<file path="config.mk">
export PLATFORM = sky130hd
export DESIGN_NAME = ct_biu_l2c_csr_apb_bridge
export DESIGN_NICKNAME = d
export VERILOG_FILES = /design/src/rtl/ct_biu_l2c_csr_apb_bridge.sv
export SDC_FILE = /design/constraint.sdc
export NUM_CORES = 1
export LEC_CHECK = 0
export BUFFER_PORTS_ARGS = -buffer_cell sky130_fd_sc_hd__buf_2
export CAP_MARGIN = 20
export CORE_AREA = 4 4 139 141
export DETAILED_ROUTE_END_ITERATION = 8
export DIE_AREA = 0 0 143 145
export PLACE_DENSITY = 0.62
export SLEW_MARGIN = 15
export SYNTH_ARGS = -nofsm -noshare
export SYNTH_HDL_FRONTEND = slang
export SYNTH_SLANG_ARGS = --single-unit
</file>
<file path="constraint.sdc">
create_clock -name coreclk -period 1.7 [get_ports coreclk]
set_input_delay 0.17 -clock coreclk [delete_from_list [all_inputs] [get_ports coreclk]]
set_output_delay 0.17 -clock coreclk [all_outputs]
set_load 0.005 [all_outputs]
</file>
<file path="src/rtl/ct_biu_l2c_csr_apb_bridge.sv">
// ct_biu_l2c_csr_apb_bridge: pad-side L2C CSR request to APB bridge.
// One APB transfer per sel assertion; completion pulse plus 128-bit response.
module ct_biu_l2c_csr_apb_bridge #(
  parameter int ADDR_W      = 15,
  parameter int CNT_W       = 8,
  parameter int TIMEOUT_CYC = 255
) (
  input  logic              coreclk,
  input  logic              cpurst,
  input  logic              biu_pad_csr_sel,
  input  logic [79:0]       biu_pad_csr_wdata,
  output logic              pad_biu_csr_cmplt,
  output logic [127:0]      pad_biu_csr_rdata,
  output logic              l2c_psel,
  output logic              l2c_penable,
  output logic              l2c_pwrite,
  output logic [ADDR_W-1:0] l2c_paddr,
  output logic [63:0]       l2c_pwdata,
  input  logic [63:0]       l2c_prdata,
  input  logic              l2c_pready,
  input  logic              l2c_pslverr,
  output logic              bridge_busy
);

  typedef enum logic [2:0] {
    IDLE,
    SETUP,
    ACCESS,
    RESP,
    DROP
  } state_t;

  localparam logic [CNT_W-1:0] CNT_LAST =
    CNT_W'(TIMEOUT_CYC - 1);

  state_t           state;
  logic [CNT_W-1:0] cnt;

  logic [15:0] req_op;
  logic [63:0] req_wd;
  logic [14:0] req_addr;
  logic        cnt_last;
  logic [63:0] rd_data;

  assign req_op   = biu_pad_csr_wdata[79:64];
  assign req_wd   = biu_pad_csr_wdata[63:0];
  assign req_addr = {req_op[11:0], 3'b000};
  assign cnt_last = (cnt == CNT_LAST);
  assign rd_data  = l2c_pwrite ? 64'd0 : l2c_prdata;

  logic unused_op;
  assign unused_op = ^req_op[14:12];

  // Bridge FSM; every output is a flop updated on the transition.
  always_ff @(posedge coreclk) begin
    if (cpurst) begin
      state             <= IDLE;
      cnt               <= '0;
      l2c_psel          <= 1'b0;
      l2c_penable       <= 1'b0;
      l2c_pwrite        <= 1'b0;
      l2c_paddr         <= '0;
      l2c_pwdata        <= '0;
      pad_biu_csr_cmplt <= 1'b0;
      pad_biu_csr_rdata <= '0;
      bridge_busy       <= 1'b0;
    end else begin
      unique case (state)
        IDLE: begin
          if (biu_pad_csr_sel) begin
            l2c_pwrite  <= req_op[15];
            l2c_paddr   <= ADDR_W'(req_addr);
            l2c_pwdata  <= req_wd;
            l2c_psel    <= 1'b1;
            l2c_penable <= 1'b0;
            bridge_busy <= 1'b1;
            state       <= SETUP;
          end
        end
        SETUP: begin
          l2c_penable <= 1'b1;
          state       <= ACCESS;
        end
        ACCESS: begin
          if (l2c_pready) begin
            pad_biu_csr_rdata <= {62'd0, 1'b0,
                                  l2c_pslverr, rd_data};
            pad_biu_csr_cmplt <= 1'b1;
            l2c_psel          <= 1'b0;
            l2c_penable       <= 1'b0;
            state             <= RESP;
          end else if (cnt_last) begin
            pad_biu_csr_rdata <= {62'd0, 1'b1,
                                  1'b0, 64'd0};
            pad_biu_csr_cmplt <= 1'b1;
            l2c_psel          <= 1'b0;
            l2c_penable       <= 1'b0;
            state             <= RESP;
          end else begin
            cnt <= cnt + 1'b1;
          end
        end
        RESP: begin
          pad_biu_csr_cmplt <= 1'b0;
          cnt               <= '0;
          state             <= DROP;
        end
        DROP: begin
          if (!biu_pad_csr_sel) begin
            bridge_busy <= 1'b0;
            state       <= IDLE;
          end
        end
        default: begin
          l2c_psel          <= 1'b0;
          l2c_penable       <= 1'b0;
          pad_biu_csr_cmplt <= 1'b0;
          bridge_busy       <= 1'b0;
          cnt               <= '0;
          state             <= IDLE;
        end
      endcase
    end
  end

endmodule

</file>
Word level (Yosys, flattened, before mapping) --
Index checks and enable logic that the tools add are counted.
Storage, ports and cells: bits in read-only memories 0, bits of input ports 149, output and inout bits 212, RAM bits 0, register bits after elaboration 220, word-level logic and storage cells 61, bits in latches 0, memories kept 0
Cells by class: multiply operators 0, order comparisons 0, shifts and indexed selects 0, add/sub/neg operators 1, muxes and demuxes 22, bitwise logic cells 4, reductions and logical operators 14, eq/ne operators 10, div/mod/pow operators 0
Operators with widths (count):
- 128-bit two-way mux | 2
- 64-bit two-way mux | 1
- 8-bit two-way mux | 2
- 8-bit case mux with 2 select lines | 1
- 3-bit case mux with 5 select lines | 1
- 3-bit AND reduction | 5
- 3-bit two-way mux | 4
- 3-bit OR reduction | 3
- 8-bit by 1-bit adder with 8-bit output, second input constant | 1
- 8-bit equality test, second input constant | 1
- 2-bit != test, second input constant | 4
- 1-bit two-way mux | 7
- 3-bit by 2-bit equality test with 1-bit output, second input constant | 2
- 1-bit case mux with 3 select lines | 2
- 2-bit AND reduction | 3
- 1-bit NOT | 4
- 1-bit case mux with 4 select lines | 1
- 3-bit by 1-bit equality test with 1-bit output, second input constant | 1
- 3-bit equality test, second input constant | 1
- 3-bit zero test | 1
- 3-bit != test, second input constant | 1
- 1-bit case mux with 2 select lines | 1
- 2-bit nonzero test | 1
- 2-bit OR reduction | 1

Longest topological paths before layout --
Gate-level depths: netlist (run 1).
depth after elaboration 4, mapped depth 7, gate-level depth less buffers 6

Least setup slack after synthesis (run 1) --
No wires, ideal clock.
path type register to register, start point register cnt[0], end point register cnt[6], library setup time 74 ps, buffers on the path 0, setup slack 175 ps, stages on the path, launching flop included 7, clock period less this slack 1525 ps, data required time 1626 ps, arrival time 1450 ps, cell sequence dfxtp_1 > inv_1 > ha_1 > nand2_1 > o211ai_1 > or4_1 > a31oi_1
On the way: longest elaborated chain between the ends 4, elaborated cells on any way between the ends 7, classes of those cells add/sub (1); eq/ne (2); mux (3); reduce/logical (1)
Ends and longest elaborated chain:
- start: declaration | line 37 | logic [CNT_W-1:0] cnt;
- start signal: assignment | line 100 | cnt <= cnt + 1'b1;
- 8-bit by 1-bit adder with 8-bit output | line 100
- 8-bit two-way mux | line 92 | end else if (cnt_last) begin
- 8-bit two-way mux | line 85 | if (l2c_pready) begin
- 8-bit case mux with 2 select lines | line 68 | unique case (state)
Several ways; a longest one is shown, not always the timed one. The select of a mux whose other input is x is not followed. A chain may end at the register's enable or synchronous reset.

Final worst setup path (run 1) --
start point register cnt[6], end point register pad_biu_csr_rdata[51]
On the way: longest elaborated chain between the ends 3
Ends and longest elaborated chain:
- 8-bit equality test | line 48 | assign cnt_last = (cnt == CNT_LAST);
- 2-bit nonzero test (no line)
- 2-bit AND reduction (no line)
- end signal: assignment | line 86 | pad_biu_csr_rdata <= {62'd0, 1'b0,
- end signal: assignment | line 93 | pad_biu_csr_rdata <= {62'd0, 1'b1,
- end: declaration | line 13 | output logic [127:0] pad_biu_csr_rdata,
Every way passes these cells.

==> impl_metrics.csv, run 1 <==
group,metric,value,unit
finish,area_growth,59.9,%
drt,via_count,5997,
synth,synthCells,648,
synth,ys_ff_latch,158,
global_route,grt_overflow,0,
critical_path,endpoint_kind,"flip-flop",
timing,min_period,1.66,ns
drt,wire_per_inst,15.1,um
power_and_ir_drop,vdd_ir_drop_max,0.629,mV
floorplanning,die_y,145,um
place,dp_cells,1148,
finish,mostFrequentLayoutCells,"buf_2, nand2_1, dfxtp_1, dlygate4sd3_1, a21oi_1",
synth,async_flop_share,0,%
drt,drt_iter0_drc,272,
min_path,hold_path_class,"in -> reg",
timing,fmax,0.604,GHz
floorplanning,core,18000,um^2
clocking,cts_tree,"built",
global_route,grt_max_degree,78,
finish,final_cells,1321,
timing,min_period_over_period,97.4,%
global_route,grt_first_pass_wirelength,30700,um
synth,synth-edff-count,0,
floorplanning,start_util,33.3,%
critical_path,cp_slowest_cell,"dfxtp_1",
critical_path,reg2reg_from,"cnt[6]",
clocking,clk_pin_slew,0.07,ns
synth,yosysTopAreaCell,"dfxtp_1",
synth,yosysWarningCount,0,
drt,drc_errors,0,
finish,fin_area,9560,um^2
finish,nets,1230,
floorplanning,row_count,49,
synth,avgSynthCellArea,9.23,um^2
clocking,cts_root_buffer,"clkbuf_16",
critical_path,crit_buf_inv,2,
critical_path,cp_cell_sequence,"and4_1, a41o_2, a21oi_4, buf_12, clkbuf_16, a22o_1",
critical_path,path_delay_family,"compound AO/OA/AOI/OAI gates",
synth,synth_seq_area_share,52.9,%
synth,ys.flop_type,"dfxtp_1",
place,dpl_cell_area,7510,um^2
synth,synthTopCellsByArea,"dfxtp_1, nand2_1, a22o_1, buf_4, a21oi_1",
drt,ant_nets,0,
drt,vias_per_cell,4.54,
timing,hold_viol,0,
global_route,track_usage,18.1,%
outcome,outcome,"completed",
synth,yosysUniqueCellTypes,44,
finish,final_common_cell,"buf_2",
place,globalplace.congestion,0.734,
critical_path,max_stage_delay,0.38,ns
synth,yosysTopAreaCellShare,52.9,%
critical_path,cp.required,2.00,ns
finish,nFillCells,1554,
min_path,hold_path_depth,3,
floorplanning,die_w,143,um
job,drv_cap,0,
clocking,cts_made_buffers,17,
min_path,min_to,"l2c_paddr[4]",
floorplanning,ios,361,
synth,synthesis.area,5980,um^2
floorplanning,die-area,20700,um^2
place,io_buffer_count,292,
power_and_ir_drop,p_per_area,988,nW/um^2
finish,seqCellArea,3160,um^2
place,place_ws,0.0463,ns
min_path,hold_start,"biu_pad_csr_wdata[65]",
timing,finalWorstSetupSlack,0.0443,ns
clocking,clock_latency,0.43,ns
critical_path,critPathKind,"reg -> reg",
timing,slew_viol_final,0,
finish,multi_input_area,2330,um^2
place,hpwl,12400,um
clocking,clock_sinks,158,
clocking,cts.htree.levels,4,
global_route,grt_pass1_vias,5955,
critical_path,start_kind,"flip-flop",
critical_path,timing.rr.end,"pad_biu_csr_rdata[51]",
critical_path,rrSetupSlack,0.04,ns
drt,dr.pass1.iters,4,
global_route,grt_antenna_before_repair,0,
timing,fin_skew,0.0236,ns
critical_path,path_max_fanout,24,
clocking,clockBufferDepth,2,
drt,finalWirelength,19900,um
critical_path,reg2regPathDepth,6,
finish,diodes,0,
finish,layout-drive-gt1-share,33.2,%
power_and_ir_drop,power.leakage,4.56,nW
critical_path,cp.arrival,1.96,ns
timing,rsz0062_at_grt,"yes",
timing,setup_viol,0,
[worst max-delay path by stage]
stage	startpoint	to	slack, ns	cells past startpoint
final	cnt[6]	pad_biu_csr_rdata[51]	0.04	6
after global routing	cnt[6]	pad_biu_csr_rdata[53]	-0.02	6
after CTS	cnt[0]	cnt[6]	0.03	6
after detailed placement	cnt[0]	cnt[6]	0.05	6
after global placement	cnt[0]	cnt[6]	0.10	6
after floorplan	cnt[0]	cnt[6]	0.18	6
[tightest hold or removal path, stage by stage]
cell and delay [ns]:
buf_2 0.09, nand2_1 0.07, a21oi_1 0.06
[timing repair]
action                                  CTS  global route
gates resized for setup                   0             3
endpoints found under the setup margin    0            43
setup buffers                             0             1
hold buffers                            138             0
endpoints found under the hold margin   138             0
[cell families (layout without fill, tap and decap cells)]
| group | after synthesis | after routing | synth area share (%) |
|---|---|---|---|
| simple gates | 194 | 194 | 14.0 |
| compound gates | 176 | 176 | 19.6 |
| flops | 158 | 158 | 52.9 |
| buf+inv | 114 | 494 | 12.6 |
| fa+ha+maj | 2 | 2 | 0.419 |
| mux | 2 | 2 | 0.335 |
| other cells | 1 | 65 | 0.0627 |
| xor+xnor | 1 | 1 | 0.147 |
[sequential cells by signal, indices dropped and copies added (netlist names)]
name / count
pad_biu_csr_cmplt: 1
bridge_busy: 1
cnt: 8
l2c_penable: 1
l2c_pwrite: 1
l2c_pwdata: 64
l2c_paddr: 12
l2c_psel: 1
pad_biu_csr_rdata: 66
state: 3
[where the power goes]
group / internal [mW] / switching, mW / total, mW / leakage (nW)
Combinational: 0.793 / 0.774 / 1.57 / 2.99
Clock: 2.11 / 1.70 / 3.82 / 0.290
Sequential: 3.94 / 0.119 / 4.06 / 1.29
[layout make-up]
type	instances	share of cell area [%]
flip-flops and latches	158	33.1
clock inverters	14	1.54
multi-input cells	440	24.4
clock buffers	18	4.59
repair buffers	458	33.2
well taps	229	3.00
inverters	4	0.157
[per-stage QoR]
| step | utilization (%) | total power, mW | TNS, ns | hold slack [ns] |
|---|---|---|---|---|
| 2_1_floorplan | - | 4.88 | 0 | 0.267 |
| 3_3_place_gp | 41.8 | 5.39 | 0 | 0.379 |
| 3_5_place_dp | 41.8 | 5.40 | 0 | 0.384 |
| 4_1_cts | 52.8 | 9.52 | 0 | 0.00436 |
| 5_1_grt | 53.2 | 9.94 | -0.342 | 0.00621 |
| 6_report | 53.2 | 9.44 | 0 | 0.0275 |
[routing by layer]
layer	up-vias	routed length [um]	global-route usage, %
met2	278	9350	29.3
li1	2950	-	-
met5	-	0	0
met4	0	459	6.51
met3	29	1960	6.78
met1	2740	8150	22.0
[cell usage after synthesis, types with 2 or more instances]
library cell,number
a211oi_1,3
a21oi_1,87
a22o_1,64
a31oi_1,5
buf_2,13
buf_4,70
buf_6,6
clkbuf_1,21
dfxtp_1,158
ha_1,2
inv_1,4
mux2i_1,2
nand2_1,163
nand3_1,2
nor2_1,5
nor2b_1,3
nor3_1,2
nor3b_1,2
o211ai_1,4
o21ai_0,6
or4_1,3
(Power assumes the default switching activity.)
==> run 2, diff against run 1 <==
SETUP_SLACK_MARGIN = 0.5   (was unset)
==> run 2 against run 1 <==
  * Final area up 16%
  * Clock skew down 0.015 ns
  * Hold slack worse by 0.0079 ns
  * Sequential cell count unchanged
  * Register-to-register slack about the same
  * Setup slack worse by 0.011 ns
  * Non-clock buffer count up 41
  * Sequential power about the same
  * Power up 9.4%
  * Cell count up 3.2%
  * Critical path depth unchanged
  * Count of clock-buffer cells in the layout unchanged
  * Largest power group unchanged
==> impl_metrics.csv, run 2 (synthesis gave the netlist of run 1 again) <==
group,metric,value,unit
outcome,outcome,"completed",
finish,regMostFlops,"pad_biu_csr_rdata",
global_route,grtUsageMet2,36.6,%
clocking,cts_root_buffer,"clkbuf_16",
clocking,clock_sinks,158,
place,dpl_cell_area,7450,um^2
floorplanning,start_util,33.3,%
floorplanning,core,18000,um^2
timing,min_period_over_period,98.0,%
drt,dr.pass1.iters,5,
timing,tightestPinTransition,0.579,ns
critical_path,cp.required,2.06,ns
finish,fin_area,11000,um^2
place,io_buffer_count,292,
drt,drc_errors,0,
timing,fin_skew,0.00831,ns
clocking,clockBufferDepth,2,
global_route,grtUsageMet3,6.81,%
place,hpwl,12900,um
timing,min_period,1.67,ns
finish,mostFrequentLayoutCells,"buf_2, dfxtp_1, dlygate4sd3_1, nand2_1, conb_1",
critical_path,critPathKind,"reg -> reg",
drt,wire_per_inst,18.3,um
critical_path,cp.arrival,2.03,ns
drt,drt_iter0_drc,240,
global_route,grt_max_degree,65,
critical_path,path_max_fanout,9,
global_route,grt_antenna_before_repair,1,
floorplanning,row_count,49,
global_route,use_met1,23.0,%
clocking,clk_pin_slew,0.07,ns
global_route,top_usage_layer,"met2",
finish,layout-drive-gt1-share,45.9,%
clocking,cts.htree.levels,4,
floorplanning,die_w,143,um
critical_path,endpoint_kind,"flip-flop",
timing,rsz0062_at_grt,"yes",
timing,setup_viol,0,
finish,largest_reg_flops,66,
timing,hold_viol,0,
finish,nets,1271,
critical_path,start_kind,"flip-flop",
global_route,grt_overflow,0,
drt,ant_nets,0,
floorplanning,die-area,20700,um^2
critical_path,crit_buf_inv,2,
timing,relSlewSlack,61.4,%
floorplanning,ios,361,
critical_path,path_delay_family,"compound AO/OA/AOI/OAI gates",
power_and_ir_drop,vdd_ir_drop_max,0.703,mV
finish,area_growth,84.7,%
timing,fmax,0.600,GHz
clocking,cts_tree,"built",
global_route,grt_first_pass_wirelength,34600,um
floorplanning,die_y,145,um
place,globalplace.congestion,0.752,
power_and_ir_drop,p_per_area,935,nW/um^2
critical_path,max_stage_delay,0.35,ns
min_path,hold_path_class,"in -> reg",
critical_path,cp_cell_sequence,"and4_4, a41o_4, a21oi_4, buf_12, clkbuf_16, a22o_1",
finish,largestRegisters,"pad_biu_csr_rdata (66), l2c_pwdata (64), l2c_paddr (12)",
power_and_ir_drop,power.leakage,5.26,nW
clocking,cts_made_buffers,17,
job,drv_cap,0,
drt,vias_per_cell,4.77,
clocking,clock_latency,0.42,ns
timing,setup_tns,0,ns
finish,final_common_cell,"buf_2",
timing,slew_viol_final,0,
global_route,grt_pass1_vias,6528,
global_route,track_usage,21.0,%
critical_path,cp_slowest_cell,"dfxtp_4",
drt,finalWirelength,24900,um
drt,via_count,6504,
## run 2: per-layer routing
layer / wire (um) / share of wire (%)
met4: 775 / 3.1
met3: 2220 / 8.9
met5: 0 / 0
met1: 9160 / 37
met2: 12800 / 51
## run 2: path summary, 6_finish.rpt
check	startpoint	endpoint	slack, ns	cells after the start
min	biu_pad_csr_wdata[65]	l2c_paddr[4]	0.02	3
max	cnt[6]	pad_biu_csr_rdata[43]	0.03	6
max reg2reg	cnt[6]	pad_biu_csr_rdata[43]	0.03	6
min reg2reg	l2c_pwdata[42]	l2c_pwdata[42]	0.45	2
## run 2: worst min-delay path: stages
cell and delay (ns):
buf_2 0.13, nand2_4 0.06, a21oi_2 0.04
## run 2: area by class of cell
class / instances / area (um^2)
sequential: 158 / 3190
fill: 1384 / 6920
multi-input combinational: 440 / 2960
timing repair buffer: 499 / 3990
clock buffer: 18 / 439
inverter: 4 / 17.5
clock inverter: 14 / 156
tap: 229 / 287
antenna: 1 / 2.50
## run 2: what timing repair did
action | CTS | global route
resized for setup | 117 | 103
cloned | 15 | 10
pin swaps | 43 | 105
setup buffers | 17 | 8
hold buffers | 140 | 0
endpoints found under the setup margin | 156 | 155
endpoints found under the hold margin | 140 | 0
## run 2: through the flow
| step | util [%] | hold WS, ns | cells | power, mW | setup WS [ns] |
|---|---|---|---|---|---|
| floorplan | - | 0.267 | 712 | 4.93 | 0.230 |
| global placement | 41.5 | 0.380 | 1140 | 5.36 | 0.0596 |
| detailed placement | 41.5 | 0.384 | 1140 | 5.37 | 0.0520 |
| CTS | 57.9 | 0.00436 | 1344 | 10.1 | 0.0915 |
| global route | 61.5 | 0.0116 | 1363 | 10.7 | 0.0114 |
| finish | 61.5 | 0.0197 | 1363 | 10.3 | 0.0336 |
## run 2: power by group
group          total (mW)  internal [mW]  switching [mW]
registers            4.08           3.94           0.146
logic                2.37           1.24            1.12
clock network        3.88           2.23            1.65
total                10.3           7.41            2.92
==> run 3, diff against run 2 <==
CORE_AREA = 2 2 141 143   (was 4 4 139 141)
PLACE_DENSITY = 0.59   (was 0.62)
==> run 3 against run 2 <==
  * Clock power down 5%
  * Count of clock-buffer cells in the layout up 1
  * Sequential power about the same
  * Largest power group unchanged
  * Critical path type unchanged
==> impl_metrics.csv, run 3 (synthesis gave the netlist of run 1 again) <==
group,metric,value,unit
outcome,outcome,"completed",
timing,tightestPinTransition,0.649,ns
global_route,track_usage,20.1,%
floorplanning,start_util,31.1,%
global_route,grt_pass1_vias,6286,
clocking,clk_pin_slew,0.07,ns
place,io_buffer_count,292,
timing,min_period_over_period,95.4,%
job,drv_cap,0,
timing,setup_tns,0,ns
critical_path,path_max_fanout,4,
floorplanning,core,19200,um^2
critical_path,crit_buf_inv,1,
clocking,cts_made_buffers,17,
power_and_ir_drop,power.leakage,5.26,nW
finish,nets,1289,
critical_path,cp.required,2.04,ns
finish,fin_area,11000,um^2
critical_path,max_stage_delay,0.56,ns
clocking,clock_sinks,158,
timing,hold_viol,0,
finish,fin_util,57.5,%
place,hpwl,11600,um
timing,rsz0062_at_grt,"yes",
place,dpl_cell_area,7510,um^2
drt,vias_per_cell,4.64,
critical_path,critPathKind,"reg -> reg",
power_and_ir_drop,vdd_ir_drop_max,0.644,mV
drt,finalWirelength,24100,um
timing,fin_skew,0.00945,ns
drt,drt_iter0_drc,270,
finish,area_growth,84.6,%
power_and_ir_drop,p_per_area,920,nW/um^2
floorplanning,row_count,51,
timing,slew_viol_final,0,
clocking,cts_tree,"built",
clocking,clockBufferDepth,2,
min_path,hold_path_depth,3,
drt,drc_errors,0,
critical_path,start_kind,"flip-flop",
finish,diodes,0,
finish,largestRegisters,"pad_biu_csr_rdata (66), l2c_pwdata (64), l2c_paddr (12)",
drt,dr.pass1.iters,4,
floorplanning,ios,361,
critical_path,endpoint_kind,"flip-flop",
finish,layout-drive-gt1-share,44.6,%
floorplanning,die_y,145,um
clocking,clock_latency,0.42,ns
drt,wire_per_inst,17.0,um
critical_path,path_delay_family,"simple AND/OR/NAND/NOR gates",
clocking,cts_root_buffer,"clkbuf_16",
min_path,hold_path_class,"in -> reg",
global_route,grt_overflow,0,
power_and_ir_drop,power,10.2,mW
floorplanning,die_w,143,um
timing,relSlewSlack,56.7,%
drt,via_count,6566,
global_route,grt_first_pass_wirelength,32900,um
drt,ant_nets,0,
timing,fmax,0.617,GHz
critical_path,cp_cell_sequence,"inv_2, ha_4, nand2_2, o211ai_1, or4_1, a31oi_1",
floorplanning,die-area,20700,um^2
global_route,grt_antenna_before_repair,0,
critical_path,cp.arrival,1.96,ns
critical_path,cp_slowest_cell,"or4_1",
critical_path,reg2regPathDepth,6,
finish,regMostFlops,"pad_biu_csr_rdata",
timing,setup_viol,0,
finish,final_common_cell,"buf_2",
finish,largest_reg_flops,66,
timing,min_period,1.62,ns
global_route,grt_max_degree,56,
clocking,cts.htree.levels,4,
finish,mostFrequentLayoutCells,"buf_2, dfxtp_1, dlygate4sd3_1, nand2_1, conb_1",
place,globalplace.congestion,0.741,
critical_path,cp.depth,6,
[run 3: path summary, 6_finish.rpt]
| kind | from | end | slack, ns |
|---|---|---|---|
| worst max-delay path | cnt[0] | cnt[6] | 0.08 |
| worst min-delay path | biu_pad_csr_wdata[18] | l2c_pwdata[18] | 0.05 |
| worst max register to register | cnt[0] | cnt[6] | 0.08 |
| worst min register to register | l2c_pwdata[5] | l2c_pwdata[5] | 0.45 |
[run 3: metrics by stage]
| step | hold WS, ns | instances | worst slack [ns] |
|---|---|---|---|
| final | 0.0469 | 1416 | 0.0780 |
| after global routing | 0.0255 | 1416 | 0.0244 |
| after CTS | 0.0180 | 1397 | 0.114 |
| after detailed placement | 0.383 | 1176 | 0.109 |
| after global placement | 0.379 | 1176 | 0.110 |
| after floorplan | 0.267 | 712 | 0.230 |
[run 3: repair_timing]
| action | CTS | global route |
|---|---|---|
| hold buffers | 140 | 0 |
| setup buffers | 33 | 12 |
| gates cloned | 16 | 7 |
| pin swaps | 19 | 114 |
| endpoints found under the hold margin | 140 | 0 |
| setup endpoints to repair | 157 | 156 |
| gates resized for setup | 55 | 120 |
[run 3: area by class of cell]
class,count,area [um^2]
inverters,4,18.8
well taps,265,332
multi-input cells,440,2810
repair buffers,517,4130
flip-flops and latches,158,3190
clock inverters,13,123
clock buffers,19,433
fillers,1574,8170
[run 3: power by group]
part	leakage (nW)	internal [mW]	switching (mW)
clock network	0.271	1.94	1.76
registers	1.29	3.94	0.141
logic	3.70	1.27	1.10
[run 3: layer usage]
| layer | track usage (%) | wire, um |
|---|---|---|
| met2 | 34.0 | 12200 |
| met1 | 23.2 | 9240 |
| met5 | 0 | 0 |
| met3 | 7.13 | 2020 |
| met4 | 6.98 | 697 |
[run 3: worst register-to-register path: stages (launching register included)]
cell	delay (ns)
dfxtp_4	0.37
inv_2	0.05
ha_4	0.16
nand2_2	0.07
o211ai_1	0.17
or4_1	0.56
a31oi_1	0.16
